[config.mk]
export PLATFORM = sky130hd
export DESIGN_NAME = alu_mc
export DESIGN_NICKNAME = d
export VERILOG_FILES = /design/src/rtl/alu_mc.sv
export SDC_FILE = /design/constraint.sdc
export NUM_CORES = 1
export LEC_CHECK = 0
export CAP_MARGIN = 20
export CELL_PAD_IN_SITES_DETAIL_PLACEMENT = 1
export CELL_PAD_IN_SITES_GLOBAL_PLACEMENT = 1
export CORE_ASPECT_RATIO = 0.75
export CORE_MARGIN = 2
export CORE_UTILIZATION = 40
export CTS_BUF_LIST = sky130_fd_sc_hd__clkbuf_8
export CTS_CLUSTER_SIZE = 12
export DETAILED_ROUTE_END_ITERATION = 7
export PLACE_DENSITY_LB_ADDON = 0.1
export SYNTH_ARGS = -nofsm -noshare
export SYNTH_HDL_FRONTEND = slang
export SYNTH_SLANG_ARGS = --single-unit
[constraint.sdc]
create_clock -name clk -period 5.75 [get_ports clk]
set_input_delay 0.8625 -clock clk [delete_from_list [all_inputs] [get_ports clk]]
set_output_delay 0.8625 -clock clk [all_outputs]
set_load 0.03 [all_outputs]
[src/rtl/alu_mc.sv]
// Execute-stage ALU with a valid/ready front end. Single-cycle ARM data-processing ops
// register their result in one cycle; MUL/MLA run an iterative shift-add multiplier.
module alu_mc #(
  parameter int WIDTH      = 32,
  parameter bit MUL_ENABLE = 1'b1
) (
  input  logic             clk,
  input  logic             rst,
  input  logic             in_valid,
  output logic             in_ready,
  input  logic [3:0]       alu_command,
  input  logic [WIDTH-1:0] alu_in1,
  input  logic [WIDTH-1:0] alu_in2,
  input  logic [WIDTH-1:0] alu_in3,
  input  logic [3:0]       status_register,
  output logic             out_valid,
  input  logic             out_ready,
  output logic [WIDTH-1:0] alu_out,
  output logic [3:0]       alu_status_register_out,
  output logic             alu_illegal,
  output logic [1:0]       fsm_state
);

  localparam int CW = $clog2(WIDTH);
  localparam logic [CW-1:0] LAST = CW'(WIDTH - 1);

  localparam logic [3:0] CMD_MOV = 4'b0001;
  localparam logic [3:0] CMD_MVN = 4'b1001;
  localparam logic [3:0] CMD_ADD = 4'b0010;
  localparam logic [3:0] CMD_ADC = 4'b0011;
  localparam logic [3:0] CMD_SUB = 4'b0100;
  localparam logic [3:0] CMD_SBC = 4'b0101;
  localparam logic [3:0] CMD_AND = 4'b0110;
  localparam logic [3:0] CMD_ORR = 4'b0111;
  localparam logic [3:0] CMD_EOR = 4'b1000;
  localparam logic [3:0] CMD_MUL = 4'b1010;
  localparam logic [3:0] CMD_MLA = 4'b1011;
  localparam logic [3:0] CMD_CMP = 4'b1100;
  localparam logic [3:0] CMD_TST = 4'b1101;

  typedef enum logic [1:0] {
    IDLE = 2'd0,
    MULT = 2'd1,
    DONE = 2'd2
  } state_t;

  state_t state, state_next;

  // Handshake: a command transfers on an edge where in_valid & in_ready; a result is
  // consumed on an edge where out_valid & out_ready. in_ready is low for the whole MULT.
  logic xfer;
  logic is_mul_cmd;

  assign in_ready   = (state == IDLE) | ((state == DONE) & out_ready);
  assign xfer       = in_valid & in_ready;
  assign is_mul_cmd = MUL_ENABLE & ((alu_command == CMD_MUL) | (alu_command == CMD_MLA));
  assign fsm_state  = state;

  // Multiplier state
  logic [CW-1:0]    count;
  logic [WIDTH-1:0] acc, mcand, mplier, addend;
  logic             mla, cap_c, cap_v;
  logic [WIDTH-1:0] mul_step, mul_result;
  logic [3:0]       mul_flags;

  assign mul_step   = acc + (mplier[0] ? mcand : '0);
  assign mul_result = mul_step + (mla ? addend : '0);
  assign mul_flags  = {~|mul_result, cap_c, mul_result[WIDTH-1], cap_v};

  // Single-cycle datapath, evaluated directly on the transferring operands
  logic [WIDTH-1:0] sc_result;
  logic [3:0]       sc_flags;
  logic             sc_illegal;
  logic [WIDTH:0]   sum;
  logic             arith, ovf;

  always_comb begin
    sc_result  = '0;
    sc_flags   = status_register;
    sc_illegal = 1'b0;
    sum        = '0;
    arith      = 1'b0;
    ovf        = 1'b0;
    case (alu_command)
      CMD_MOV: sc_result = alu_in2;
      CMD_MVN: sc_result = ~alu_in2;
      CMD_ADD, CMD_ADC: begin
        arith     = 1'b1;
        sum       = {1'b0, alu_in1} + {1'b0, alu_in2}
                  + {{WIDTH{1'b0}}, (alu_command == CMD_ADC) & status_register[2]};
        sc_result = sum[WIDTH-1:0];
        ovf       = (alu_in1[WIDTH-1] == alu_in2[WIDTH-1]) & (sum[WIDTH-1] != alu_in1[WIDTH-1]);
      end
      CMD_SUB, CMD_CMP, CMD_SBC: begin
        arith     = 1'b1;
        sum       = {1'b0, alu_in1} + {1'b0, ~alu_in2}
                  + {{WIDTH{1'b0}}, (alu_command == CMD_SBC) ? status_register[2] : 1'b1};
        sc_result = sum[WIDTH-1:0];
        ovf       = (alu_in1[WIDTH-1] != alu_in2[WIDTH-1]) & (sum[WIDTH-1] != alu_in1[WIDTH-1]);
      end
      CMD_AND, CMD_TST: sc_result = alu_in1 & alu_in2;
      CMD_ORR: sc_result = alu_in1 | alu_in2;
      CMD_EOR: sc_result = alu_in1 ^ alu_in2;
      default: sc_illegal = 1'b1;
    endcase
    // Illegal commands report the incoming flags untouched
    if (!sc_illegal) begin
      sc_flags = {~|sc_result,
                  arith ? sum[WIDTH] : status_register[2],
                  sc_result[WIDTH-1],
                  arith ? ovf : status_register[0]};
    end
  end

  always_comb begin
    state_next = state;
    case (state)
      IDLE, DONE: begin
        if ((state == DONE) && out_ready) state_next = IDLE;
        if (xfer) state_next = is_mul_cmd ? MULT : DONE;
      end
      MULT: if (count == LAST) state_next = DONE;
      default: state_next = IDLE;
    endcase
  end

  always_ff @(posedge clk) begin
    if (!rst) state <= IDLE;
    else      state <= state_next;
  end

  always_ff @(posedge clk) begin
    if (!rst) begin
      out_valid               <= 1'b0;
      alu_out                 <= '0;
      alu_status_register_out <= '0;
      alu_illegal             <= 1'b0;
      count                   <= '0;
      acc                     <= '0;
      mcand                   <= '0;
      mplier                  <= '0;
      addend                  <= '0;
      mla                     <= 1'b0;
      cap_c                   <= 1'b0;
      cap_v                   <= 1'b0;
    end else if (xfer) begin
      if (is_mul_cmd) begin
        mcand     <= alu_in1;
        mplier    <= alu_in2;
        addend    <= alu_in3;
        mla       <= alu_command[0];
        cap_c     <= status_register[2];
        cap_v     <= status_register[0];
        acc       <= '0;
        count     <= '0;
        out_valid <= 1'b0;
      end else begin
        alu_out                 <= sc_result;
        alu_status_register_out <= sc_flags;
        alu_illegal             <= sc_illegal;
        out_valid               <= 1'b1;
      end
    end else if (state == MULT) begin
      // One conditional add per cycle, multiplicand walking left, multiplier right
      acc    <= mul_step;
      mcand  <= mcand << 1;
      mplier <= mplier >> 1;
      count  <= count + CW'(1);
      if (count == LAST) begin
        count                   <= '0;
        alu_out                 <= mul_result;
        alu_status_register_out <= mul_flags;
        alu_illegal             <= 1'b0;
        out_valid               <= 1'b1;
      end
    end else if ((state == DONE) && out_ready) begin
      out_valid <= 1'b0;
    end
  end

endmodule

Word-level counts from Yosys, hierarchy flattened
Index checks and enable logic that the tools add are counted.

word-level totals
  register bits = 176
  input bits = 108
  output and inout bits = 41
  word-level logic and storage cells = 122

operators by class
  add/sub/neg operators = 7
  equality and inequality tests = 25
  multiplexer cells = 46
  bitwise logic cells = 11
  reductions and logical operators = 20

operator list
  kind                                                                   count
  32-bit 2-to-1 mux                                                      15
  32-bit case mux with 7 select lines                                    1
  32-bit by 32-bit adder with 33-bit output                              2
  33-bit by 1-bit adder with 33-bit output                               2
  33-bit case mux with 2 select lines                                    1
  32-bit adder                                                           2
  32-bit OR reduction                                                    2
  32-bit bitwise AND                                                     1
  32-bit inverter                                                        1
  32-bit OR                                                              1
  32-bit XOR                                                             1
  4-bit equality test, second input constant                             6
  4-bit 2-to-1 mux                                                       5
  5-bit 2-to-1 mux                                                       4
  4-bit by 3-bit equality test with 1-bit output, second input constant  4
  1-bit 2-to-1 mux                                                       14
  11-bit OR reduction                                                    1
  4-bit by 2-bit equality test with 1-bit output, second input constant  2
  2-bit 2-to-1 mux                                                       4
  2-bit AND reduction                                                    4
  3-bit inequality test, second input constant                           2
  2-bit OR reduction                                                     3
  5-bit by 1-bit adder with 5-bit output, second input constant          1
  1-bit bitwise AND                                                      5
  19 further kinds                                                       25

Logic depth before layout (Yosys ltp)
Gate-level depths: netlist of the first run.

  depth in word-level cells = 10
  mapped depth = 24
  mapped depth without buffers = 22

Least setup slack after synthesis of the first run
OpenSTA, ideal clock, no wires.

  path kind = input-to-reg
  from = in alu_command[0]
  to = reg alu_status_register_out[3]
  library setup time = 124 ps
  data arrival time = 5826 ps
  data required time = 5626 ps
  path slack = -200 ps
  stages = 21
  path buffers = 5
  path through = clkbuf_1 -> clkbuf_1 -> clkbuf_1 -> clkbuf_1 -> buf_1 -> nand3_1 -> fa_1 -> fa_1 -> nor2b_1 -> o21a_1 -> o21ai_0 -> a2111o_1 -> a211oi_1 -> a31oi_1 -> and3_1 -> o31ai_1 -> mux2_2 -> o2111ai_1 -> nor4_1 -> a31oi_1 -> o31ai_1

between the ends
  word-level cells in the longest chain between the ends = 9
  elaborated cells between the ends (all ways) = 30
  those cells by class = add/sub: 2; eq/ne: 14; mux: 5; bitwise: 2; reduce/logical: 7

ends and longest elaborated chain
  element                                                                                                                  RTL line    text
  from (decl)                                                                                                              11          input logic [3:0] alu_command,
  4-bit by 3-bit equality test with 1-bit output / 4-bit by 2-bit equality test with 1-bit output (equally long branches)  84, 97, 90
  1-bit 2-to-1 mux / 1-bit bitwise AND (equally long branches)                                                             97, 90
  33-bit by 1-bit adder with 33-bit output, on equally long branches                                                       97, 90
  32-bit case mux with 7 select lines                                                                                      84          case (alu_command)
  32-bit OR reduction                                                                                                      108         sc_flags = {~|sc_result,
  1-bit logical NOT                                                                                                        108
  4-bit 2-to-1 mux                                                                                                         107         if (!sc_illegal) begin
  4-bit 2-to-1 mux                                                                                                         147         if (is_mul_cmd) begin
  4-bit 2-to-1 mux                                                                                                         146         end else if (xfer) begin
  to (signal assigned)                                                                                                     159         alu_status_register_out <= sc_flags;
  to (signal assigned)                                                                                                     172         alu_status_register_out <= mul_flags;
  to (decl)                                                                                                                19          output logic [3:0] alu_status_register_out,

Several ways; a longest one is shown, not always the timed one. The select of a mux whose other input is x is not followed.
A chain may end at the register's enable or synchronous reset.

Final worst setup path of the first run
  from = reg mplier[0]
  to = reg alu_status_register_out[3]

between the ends
  word-level cells in the longest chain between the ends = 8

ends and longest elaborated chain
  element                 RTL line  text
  from (decl)             61        logic [WIDTH-1:0] acc, mcand, mplier, addend;
  from (signal assigned)  149       mplier <= alu_in2;
  from (signal assigned)  167       mplier <= mplier >> 1;
  32-bit 2-to-1 mux       66        assign mul_step = acc + (mplier[0] ? mcand : '0);
  32-bit adder            66
  32-bit adder            67        assign mul_result = mul_step + (mla ? addend : '0);
  32-bit OR reduction     68        assign mul_flags = {~|mul_result, cap_c, mul_result[WIDTH-1], cap_v};
  1-bit logical NOT       68
  4-bit 2-to-1 mux        169       if (count == LAST) begin
  4-bit 2-to-1 mux        163       end else if (state == MULT) begin
  4-bit 2-to-1 mux        146

No other way between the ends. The select of a mux whose other input is x is not followed.

==> results of run 1 <==
cell families (layout without fill, tap and decap cells):
| group | Yosys count | in the layout | synth area share, % |
|---|---|---|---|
| multiplexers | 17 | 17 | 1.06 |
| buffers and inverters | 270 | 433 | 6.02 |
| XOR/XNOR | 106 | 106 | 5.71 |
| adder cells (fa/ha/maj) | 163 | 163 | 12.3 |
| AO/OA/AOI/OAI | 789 | 789 | 31.0 |
| flip-flops | 176 | 176 | 20.9 |
| AND/OR/NAND/NOR | 833 | 833 | 22.9 |
cell type report:
cell class | count | area (µm²)
tap | 569 | 712
sequential | 176 | 3530
clock buffer | 19 | 262
fill | 5246 | 21800
inverter | 117 | 442
timing repair buffer | 284 | 2520
multi-input combinational | 1908 | 12500
clock inverter | 13 | 134
power by group through the flow:
stage	Combinational (µW)	Sequential [µW]	Clock, µW
3_5_place_dp	1190	1340	0
4_1_cts	1200	1310	960
6_report	1220	1310	934
3_3_place_gp	1170	1340	0
2_1_floorplan	640	1370	0
5_1_grt	1310	1320	998
worst max-delay path by stage:
stage / end / start / slack [ns]
finish: alu_status_register_out[3]$_SDFFE_PN0P_ / mplier[0]$_SDFFE_PN0P_ / 0.30
floorplan: alu_status_register_out[3]$_SDFFE_PN0P_ / alu_command[1] / 0.04
detailed placement: alu_status_register_out[3]$_SDFFE_PN0P_ / mplier[0]$_SDFFE_PN0P_ / -0.06
global route: alu_status_register_out[3]$_SDFFE_PN0P_ / mplier[0]$_SDFFE_PN0P_ / -0.03
CTS: alu_status_register_out[3]$_SDFFE_PN0P_ / mplier[0]$_SDFFE_PN0P_ / 0.005
global placement: alu_status_register_out[3]$_SDFFE_PN0P_ / alu_command[1] / 0.06
metal layers:
layer  wire (µm)  vias to the layer above
met5           0                        -
li1            -                     8764
met1       34600                     9143
met4        2390                        0
met2       30800                      511
met3        4420                       96
synth_stat cells (all sizes together) (31+ instances only):
| cell | instances |
|---|---|
| xor2 | 45 |
| clkbuf | 136 |
| ha | 157 |
| nand2 | 287 |
| a211oi | 31 |
| nor3 | 46 |
| nand3 | 50 |
| nor2 | 227 |
| inv | 116 |
| dfxtp | 176 |
| a21o | 37 |
| xnor2 | 59 |
| a21oi | 210 |
| and2 | 70 |
| o211ai | 83 |
| o21ai | 159 |
worst reg2reg max path: stages, from the launching register on:
cell and delay [ns]:
sky130_fd_sc_hd__dfxtp_4 0.39, sky130_fd_sc_hd__and2_1 0.16, sky130_fd_sc_hd__ha_1 0.21, sky130_fd_sc_hd__fa_2 0.38, sky130_fd_sc_hd__a21o_1 0.23, sky130_fd_sc_hd__a221oi_4 0.39
sky130_fd_sc_hd__nor4_1 0.11, sky130_fd_sc_hd__or2_4 0.29, sky130_fd_sc_hd__xor2_1 0.17, sky130_fd_sc_hd__ha_2 0.38, sky130_fd_sc_hd__nand3_1 0.08, sky130_fd_sc_hd__o22ai_1 0.17
sky130_fd_sc_hd__o21a_2 0.20, sky130_fd_sc_hd__nor2_1 0.05, sky130_fd_sc_hd__a21bo_2 0.21, sky130_fd_sc_hd__a221oi_2 0.27, sky130_fd_sc_hd__buf_4 0.18, sky130_fd_sc_hd__a211oi_2 0.08
sky130_fd_sc_hd__a211o_1 0.28, sky130_fd_sc_hd__o21bai_1 0.19, sky130_fd_sc_hd__xnor2_1 0.17, sky130_fd_sc_hd__nand2b_1 0.08, sky130_fd_sc_hd__or4_1 0.50, sky130_fd_sc_hd__o31ai_1 0.22
stage by stage:
| stage | hold slack [ns] | power [µW] |
|---|---|---|
| final | 0.457 | 3460 |
| after global placement | 0.439 | 2500 |
| after floorplan | 0.432 | 2010 |
| after detailed placement | 0.445 | 2530 |
| after global routing | 0.481 | 3630 |
| after CTS | 0.461 | 3470 |
flip-flops by register name, indices dropped and copies added, names as in the netlist:
register / cells
mcand: 32
mla: 1
cap_c: 1
alu_out: 32
count: 5
alu_status_register_out: 4
addend: 32
acc: 32
out_valid: 1
cap_v: 1
fsm_state: 2
mplier: 32
alu_illegal: 1
what timing repair did:
item,in CTS,in global routing
endpoints found under the hold margin,0,0
buffers inserted,0,9
pin swaps,0,12
endpoints found under the setup margin,1,8
gates resized for setup,2,23
placed cells by master, fill, tap and decap left out, types with 8 or more instances in the layout:
cell and instances:
sky130_fd_sc_hd__a211o_1 8, sky130_fd_sc_hd__and3_1 16, sky130_fd_sc_hd__mux2i_1 13, sky130_fd_sc_hd__a21oi_1 208, sky130_fd_sc_hd__or3_1 10, sky130_fd_sc_hd__clkdlybuf4s50_1 146, sky130_fd_sc_hd__a31oi_1 27, sky130_fd_sc_hd__o221ai_1 13
sky130_fd_sc_hd__nor3_1 42, sky130_fd_sc_hd__o21a_1 15, sky130_fd_sc_hd__nor2b_1 23, sky130_fd_sc_hd__a22o_1 12, sky130_fd_sc_hd__xor2_1 44, sky130_fd_sc_hd__nor4_1 15, sky130_fd_sc_hd__xnor2_1 58, sky130_fd_sc_hd__nand2b_1 17
sky130_fd_sc_hd__buf_4 134, sky130_fd_sc_hd__a311oi_1 12, sky130_fd_sc_hd__nand2_1 284, sky130_fd_sc_hd__dfxtp_1 175, sky130_fd_sc_hd__a221oi_1 9, sky130_fd_sc_hd__a211oi_1 30, sky130_fd_sc_hd__or4_1 8, sky130_fd_sc_hd__inv_1 116
sky130_fd_sc_hd__o22ai_1 30, sky130_fd_sc_hd__nor2_1 225, sky130_fd_sc_hd__or2_2 11, sky130_fd_sc_hd__clkbuf_8 19, sky130_fd_sc_hd__nand4_1 21, sky130_fd_sc_hd__o21ai_0 152, sky130_fd_sc_hd__ha_1 155, sky130_fd_sc_hd__nand3b_1 11
sky130_fd_sc_hd__o211ai_1 83, sky130_fd_sc_hd__nand3_1 50, sky130_fd_sc_hd__o31ai_1 11, sky130_fd_sc_hd__o21bai_1 13, sky130_fd_sc_hd__a22oi_1 29, sky130_fd_sc_hd__a21o_1 37, sky130_fd_sc_hd__and2_1 70
==> flow_metrics.py, run 1 <==
metrics = {
    "min_path": {
        "min_delay_path_depth": 2,
        "holdPathEnd": "addend[6]$_SDFFE_PN0P_",
        "worstHoldPathType": "reg -> reg",
        "worstHoldStart": "addend[6]$_SDFFE_PN0P_",
    },
    "die": {
        "die-area_um2": 43900,
        "coreArea_um2": 41900,
        "io_pins": 149,
        "dieHeight_um": 182,
        "die_width_um": 241,
        "core.rowCount": 65,
        "floorplan.initialDensity_pct": 40.3,
    },
    "yosys": {
        "synth_seq_cells": 176,
        "synth_cells": 2354,
        "synthesis.area_um2": 16900,
        "ys_types": 92,
        "synthDominantCellAreaShare_pct": 20.9,
        "synth_sequential_area_ratio_pct": 20.9,
        "post_synth.cell_area_avg_um2": 7.17,
        "ys_top_cells_by_area": "sky130_fd_sc_hd__dfxtp_1 (21%), sky130_fd_sc_hd__ha_1 (12%), sky130_fd_sc_hd__nand2_1 (6.4%)",
        "post-synth-top-area-cell": "sky130_fd_sc_hd__dfxtp_1",
        "syn-num-nets": 2625,
        "edff_count_synth": 0,
        "ys_async_sr_fraction_pct": 0,
        "ys.warnings.count": 0,
        "ys_dominant_reg_cell": "sky130_fd_sc_hd__dfxtp_1",
    },
    "power": {
        "pwr_density_cell_nw_per_um2": 172,
        "power.net_switching_uw": 1350,
        "clkPwrFrac_pct": 27.0,
        "vdd.ir_drop.worst_uv": 153,
        "power.sequential.fraction_pct": 37.9,
        "static-leakage-power_uw": 0.00831,
        "internal-power_uw": 2110,
        "power.switching_fraction_pct": 39.1,
        "share_comb_of_total_power_pct": 35.2,
    },
    "sta": {
        "min_period_over_period_pct": 94.8,
        "max_slew_margin_pct": 36.6,
        "period_needed_ns": 5.45,
        "timing.setup.tns_ns": 0,
        "final.setup_skew_ns": 0.0161,
        "finalHoldViolations": 0,
        "report.final.setup_viol": 0,
        "layout_setup_ws_ns": 0.299,
        "timing_worst_slew_pin_value_ns": 0.951,
        "final-max-slew-violation-count": 0,
        "clock.fmax_ghz": 0.183,
    },
    "critical_path": {
        "critical_path.startpoint_type": "register",
        "timing.reg2reg.setup_slack_ns": 0.30,
        "critPathKind": "reg -> reg",
        "regToRegStartpoint": "mplier[0]$_SDFFE_PN0P_",
        "cp_slowest_cell": "sky130_fd_sc_hd__or4_1",
        "worst_ep_required_time_ns": 6.20,
        "arr_time_crit_path_ns": 5.90,
        "cp_num_cells": 23,
        "critical_path_buffers_and_inverters": 1,
        "kind_of_cell_with_the_highest_combined_delay_on_the_critical_path": "compound AO/OA/AOI/OAI gates",
        "timing.reg2reg.worst_path_depth": 23,
        "critical_path_peak_fanout": 13,
        "worst_setup_path_end_kind": "register",
        "critical-path-max-stage-delay_ns": 0.50,
        "critical_path.cell_chain": "and2_1 -> ha_1 -> fa_2 -> a21o_1 -> a221oi_4 -> nor4_1 -> or2_4 -> xor2_1 -> ha_2 -> nand3_1 -> o22ai_1 -> o21a_2 -> nor2_1 -> a21bo_2 -> a221oi_2 -> buf_4 -> a211oi_2 -> a211o_1 -> o21bai_1 -> xnor2_1 -> nand2b_1 -> or4_1 -> o31ai_1",
        "timing.rr.end": "alu_status_register_out[3]$_SDFFE_PN0P_",
    },
    "global_routing": {
        "largest_net_degree_at_the_start_of_global_routing": 87,
        "grt_remaining_overflow": 0,
        "grt_pass1_vias": 18700,
        "global_route.usage.met3_pct": 6.32,
        "antenna_found_initial": 1,
        "first_pass_grt_wire_length_um": 110000,
        "groute.layer.met2.usage_pct": 49.0,
        "globalRouteMet1Util_pct": 46.1,
        "top_usage_layer": "met2",
        "grt_use_total_pct": 32.7,
    },
    "place": {
        "hpwlAfterDp_um": 55600,
        "placement.setup.worst_slack_ns": -0.0588,
        "portBuffers": 148,
        "placement.cell_area_um2": 19500,
        "gp_congestion": 0.966,
        "dpl.cell_count": 3045,
    },
    "drt": {
        "postRouteWirelength_um": 72200,
        "route.vias.total": 18500,
        "drt-pass1-iter-count": 6,
        "avgViaCountPerCell": 6.00,
        "first_iter_violations": 1359,
        "antenna_violating_nets_post_route": 0,
        "remaining_routing_drc_violations": 0,
        "detail_route.wl_per_cell_um": 23.4,
    },
    "clocking": {
        "clockBufferDepth": 2,
        "insertion_delay_to_the_later_sink_of_the_worst_skew_pair_ns": 0.54,
        "cts.clk_slew.worst_paths_ns": 0.10,
        "tritoncts.num_buffers": 17,
        "clock_tree.root_cell": "sky130_fd_sc_hd__clkbuf_8",
        "tritoncts_clock_tree": "built",
        "cts_sinks": 176,
        "cts-htree-levels": 4,
        "postCtsHoldBufs": 0,
    },
    "layout": {
        "area_growth_pct": 18.9,
        "antenna_diode_count": 0,
        "final_standard_cell_utilization_of_the_core_pct": 47.9,
        "final_layout_size_suffix_gt1_share_pct": 9.50,
        "layout_nets": 2775,
        "post-route-cell-area_um2": 20100,
        "cell_count_final_fillers_out": 3086,
    },
    "job": {
        "maxCapViolCount": 0,
    },
    "outcome": {
        "outcome": "finished clean",
    },
}
(Power assumes the default switching activity.)
==> run 2, diff against run 1 <==
- CORE_UTILIZATION: 40 -> 44
- clock period: 5.75 -> 6.18 ns (I/O delays scaled with it)
==> run 2 against run 1 <==
Effect of this change: maximum frequency decreased by 7.5%; non-clock buffer count decreased by 71; clock skew increased by 0.0055 ns; via count decreased by 0.18%; critical path type unchanged; highest routed layer unchanged.
==> flow_metrics.py, run 2 (synthesis results as in run 1) <==
metrics = {
    "sta": {
        "report.final.setup_viol": 0,
        "clock.fmax_ghz": 0.170,
        "finalHoldViolations": 0,
        "holdWs_ns": 0.459,
        "timing_worst_slew_pin_value_ns": 1.26,
        "min_period_over_period_pct": 95.4,
        "layout_setup_ws_ns": 0.285,
        "timing.setup.tns_ns": 0,
        "max_slew_margin_pct": 15.2,
        "grt_setup_unrepaired": "no",
        "final-max-slew-violation-count": 0,
        "final.setup_skew_ns": 0.0215,
        "period_needed_ns": 5.89,
    },
    "clocking": {
        "cts_sinks": 176,
        "tritoncts_clock_tree": "built",
        "cts.clk_slew.worst_paths_ns": 0.11,
        "tritoncts.num_buffers": 17,
        "clockBufferDepth": 2,
        "cts-htree-levels": 4,
        "postCtsHoldBufs": 0,
        "clock_tree.root_cell": "sky130_fd_sc_hd__clkbuf_8",
        "insertion_delay_to_the_later_sink_of_the_worst_skew_pair_ns": 0.55,
    },
    "power": {
        "pwr_density_cell_nw_per_um2": 162,
        "vdd.ir_drop.worst_uv": 142,
        "static-leakage-power_uw": 0.00793,
    },
    "critical_path": {
        "startpoint": "mplier[0]$_SDFFE_PN0P_",
        "critical_path_buffers_and_inverters": 2,
        "regToRegStartpoint": "mplier[0]$_SDFFE_PN0P_",
        "critical_path_peak_fanout": 12,
        "arr_time_crit_path_ns": 6.36,
        "critical_path.cell_chain": "and2_1 -> ha_1 -> fa_1 -> a21o_1 -> a221oi_4 -> buf_4 -> nor4_1 -> or2_2 -> xor2_1 -> ha_1 -> nand3_1 -> o22ai_1 -> o21a_1 -> nor2_1 -> a21bo_2 -> a221oi_1 -> buf_4 -> a211oi_1 -> a211o_1 -> o21bai_1 -> xnor2_1 -> nand2b_1 -> or4_1 -> o31ai_1",
        "worst_setup_path_end_kind": "register",
        "kind_of_cell_with_the_highest_combined_delay_on_the_critical_path": "compound AO/OA/AOI/OAI gates",
        "critPathKind": "reg -> reg",
        "critical_path.startpoint_type": "register",
        "cp_slowest_cell": "sky130_fd_sc_hd__or4_1",
        "worst_ep_required_time_ns": 6.64,
        "critical-path-max-stage-delay_ns": 0.55,
    },
    "layout": {
        "antenna_diode_count": 0,
        "number_of_fillers_in_the_final_layout": 4906,
        "final_layout_size_suffix_gt1_share_pct": 6.30,
        "area_growth_pct": 14.6,
        "multi_input_area_um2": 12400,
        "area.sequential_um2": 3520,
        "most-common-layout-cells": "sky130_fd_sc_hd__nand2_1 (284), sky130_fd_sc_hd__nor2_1 (225), sky130_fd_sc_hd__a21oi_1 (208), sky130_fd_sc_hd__dfxtp_1 (175), sky130_fd_sc_hd__ha_1 (157)",
        "post-route-cell-area_um2": 19300,
        "layout_nets": 2704,
        "final_common_cell": "sky130_fd_sc_hd__nand2_1",
    },
    "place": {
        "placement.setup.worst_slack_ns": 0.188,
        "hpwlAfterDp_um": 54500,
        "gp_congestion": 0.989,
        "portBuffers": 148,
        "placement.cell_area_um2": 19000,
    },
    "drt": {
        "route.vias.total": 18500,
        "detail_route.wl_per_cell_um": 24.0,
        "antenna_violating_nets_post_route": 0,
        "avgViaCountPerCell": 6.25,
        "remaining_routing_drc_violations": 0,
        "postRouteWirelength_um": 71100,
        "drt-pass1-iter-count": 5,
        "first_iter_violations": 1773,
    },
    "global_routing": {
        "largest_net_degree_at_the_start_of_global_routing": 168,
        "grt_use_total_pct": 34.9,
        "antenna_found_initial": 1,
        "grt_pass1_vias": 18400,
        "first_pass_grt_wire_length_um": 109000,
        "grt_remaining_overflow": 0,
    },
    "die": {
        "floorplan.initialDensity_pct": 44.3,
        "core.rowCount": 62,
        "io_pins": 149,
        "dieHeight_um": 174,
        "die-area_um2": 40000,
        "die_width_um": 230,
        "coreArea_um2": 38100,
    },
    "job": {
        "maxCapViolCount": 0,
    },
    "outcome": {
        "outcome": "finished clean",
    },
    "min_path": {
        "worstHoldStart": "addend[5]$_SDFFE_PN0P_",
        "worstHoldPathType": "reg -> reg",
    },
}
## run 2: changes by cell type in the layout (fill, tap and decap cells not counted), sizes merged
cell and delta:
buf -71, inv +2, clkinvlp +2, clkinv -3, bufinv -1
## run 2: stage by stage
| step | std cells | power [µW] | util (%) |
|---|---|---|---|
| 5_1_grt | 2958 | 3280 | 50.8 |
| 6_report | 2958 | 3140 | 50.8 |
| 3_5_place_dp | 2924 | 2310 | 49.8 |
| 3_3_place_gp | 2924 | 2290 | 49.8 |
| 4_1_cts | 2956 | 3130 | 50.7 |
| 2_1_floorplan | 2354 | 1870 | - |
## run 2: path summary, 6_finish.rpt
check	end	slack, ns	cells past startpoint
worst max-delay path	alu_status_register_out[3]$_SDFFE_PN0P_	0.29	24
worst min-delay path	addend[5]$_SDFFE_PN0P_	0.46	2
worst max register to register	alu_status_register_out[3]$_SDFFE_PN0P_	0.29	24
worst min register to register	addend[5]$_SDFFE_PN0P_	0.46	2
## run 2: per-layer routing
layer	wire (µm)	up-vias	GRT usage [%]
met3	4270	118	3.83
met4	2620	0	13.6
met2	30300	635	52.3
met1	34000	9088	50.8
li1	-	8639	-
met5	0	-	0
## run 2: report_power, final
group | leakage, µW | internal [µW] | switching [µW]
sequential | 0.00143 | 1180 | 39.0
clock | 0.000180 | 305 | 522
combinational | 0.00632 | 397 | 697
## run 2: worst register-to-register path, delay by kind of cell (launching register included)
| kind | cells | cell delay (ns) |
|---|---|---|
| and+or+nand+nor | 7 | 1.41 |
| AOI/OAI and AO/OA | 10 | 2.29 |
| buffers and inverters | 2 | 0.38 |
| DFF | 1 | 0.38 |
| adders and majority gates | 3 | 1.02 |
| xor gates and xnor gates | 2 | 0.36 |
## run 2: cell type report
class,count,area share (%)
Multi-Input combinational cell,1908,64.1
Sequential cell,176,18.2
Timing Repair Buffer,213,10.2
Tap cell,512,3.31
Inverter,117,2.28
Clock buffer,19,1.35
Clock inverter,13,0.524
## run 2: what timing repair did
action	in CTS	in global routing
buffers inserted	0	2
gates resized for setup	0	6
endpoints found under the setup margin	0	4
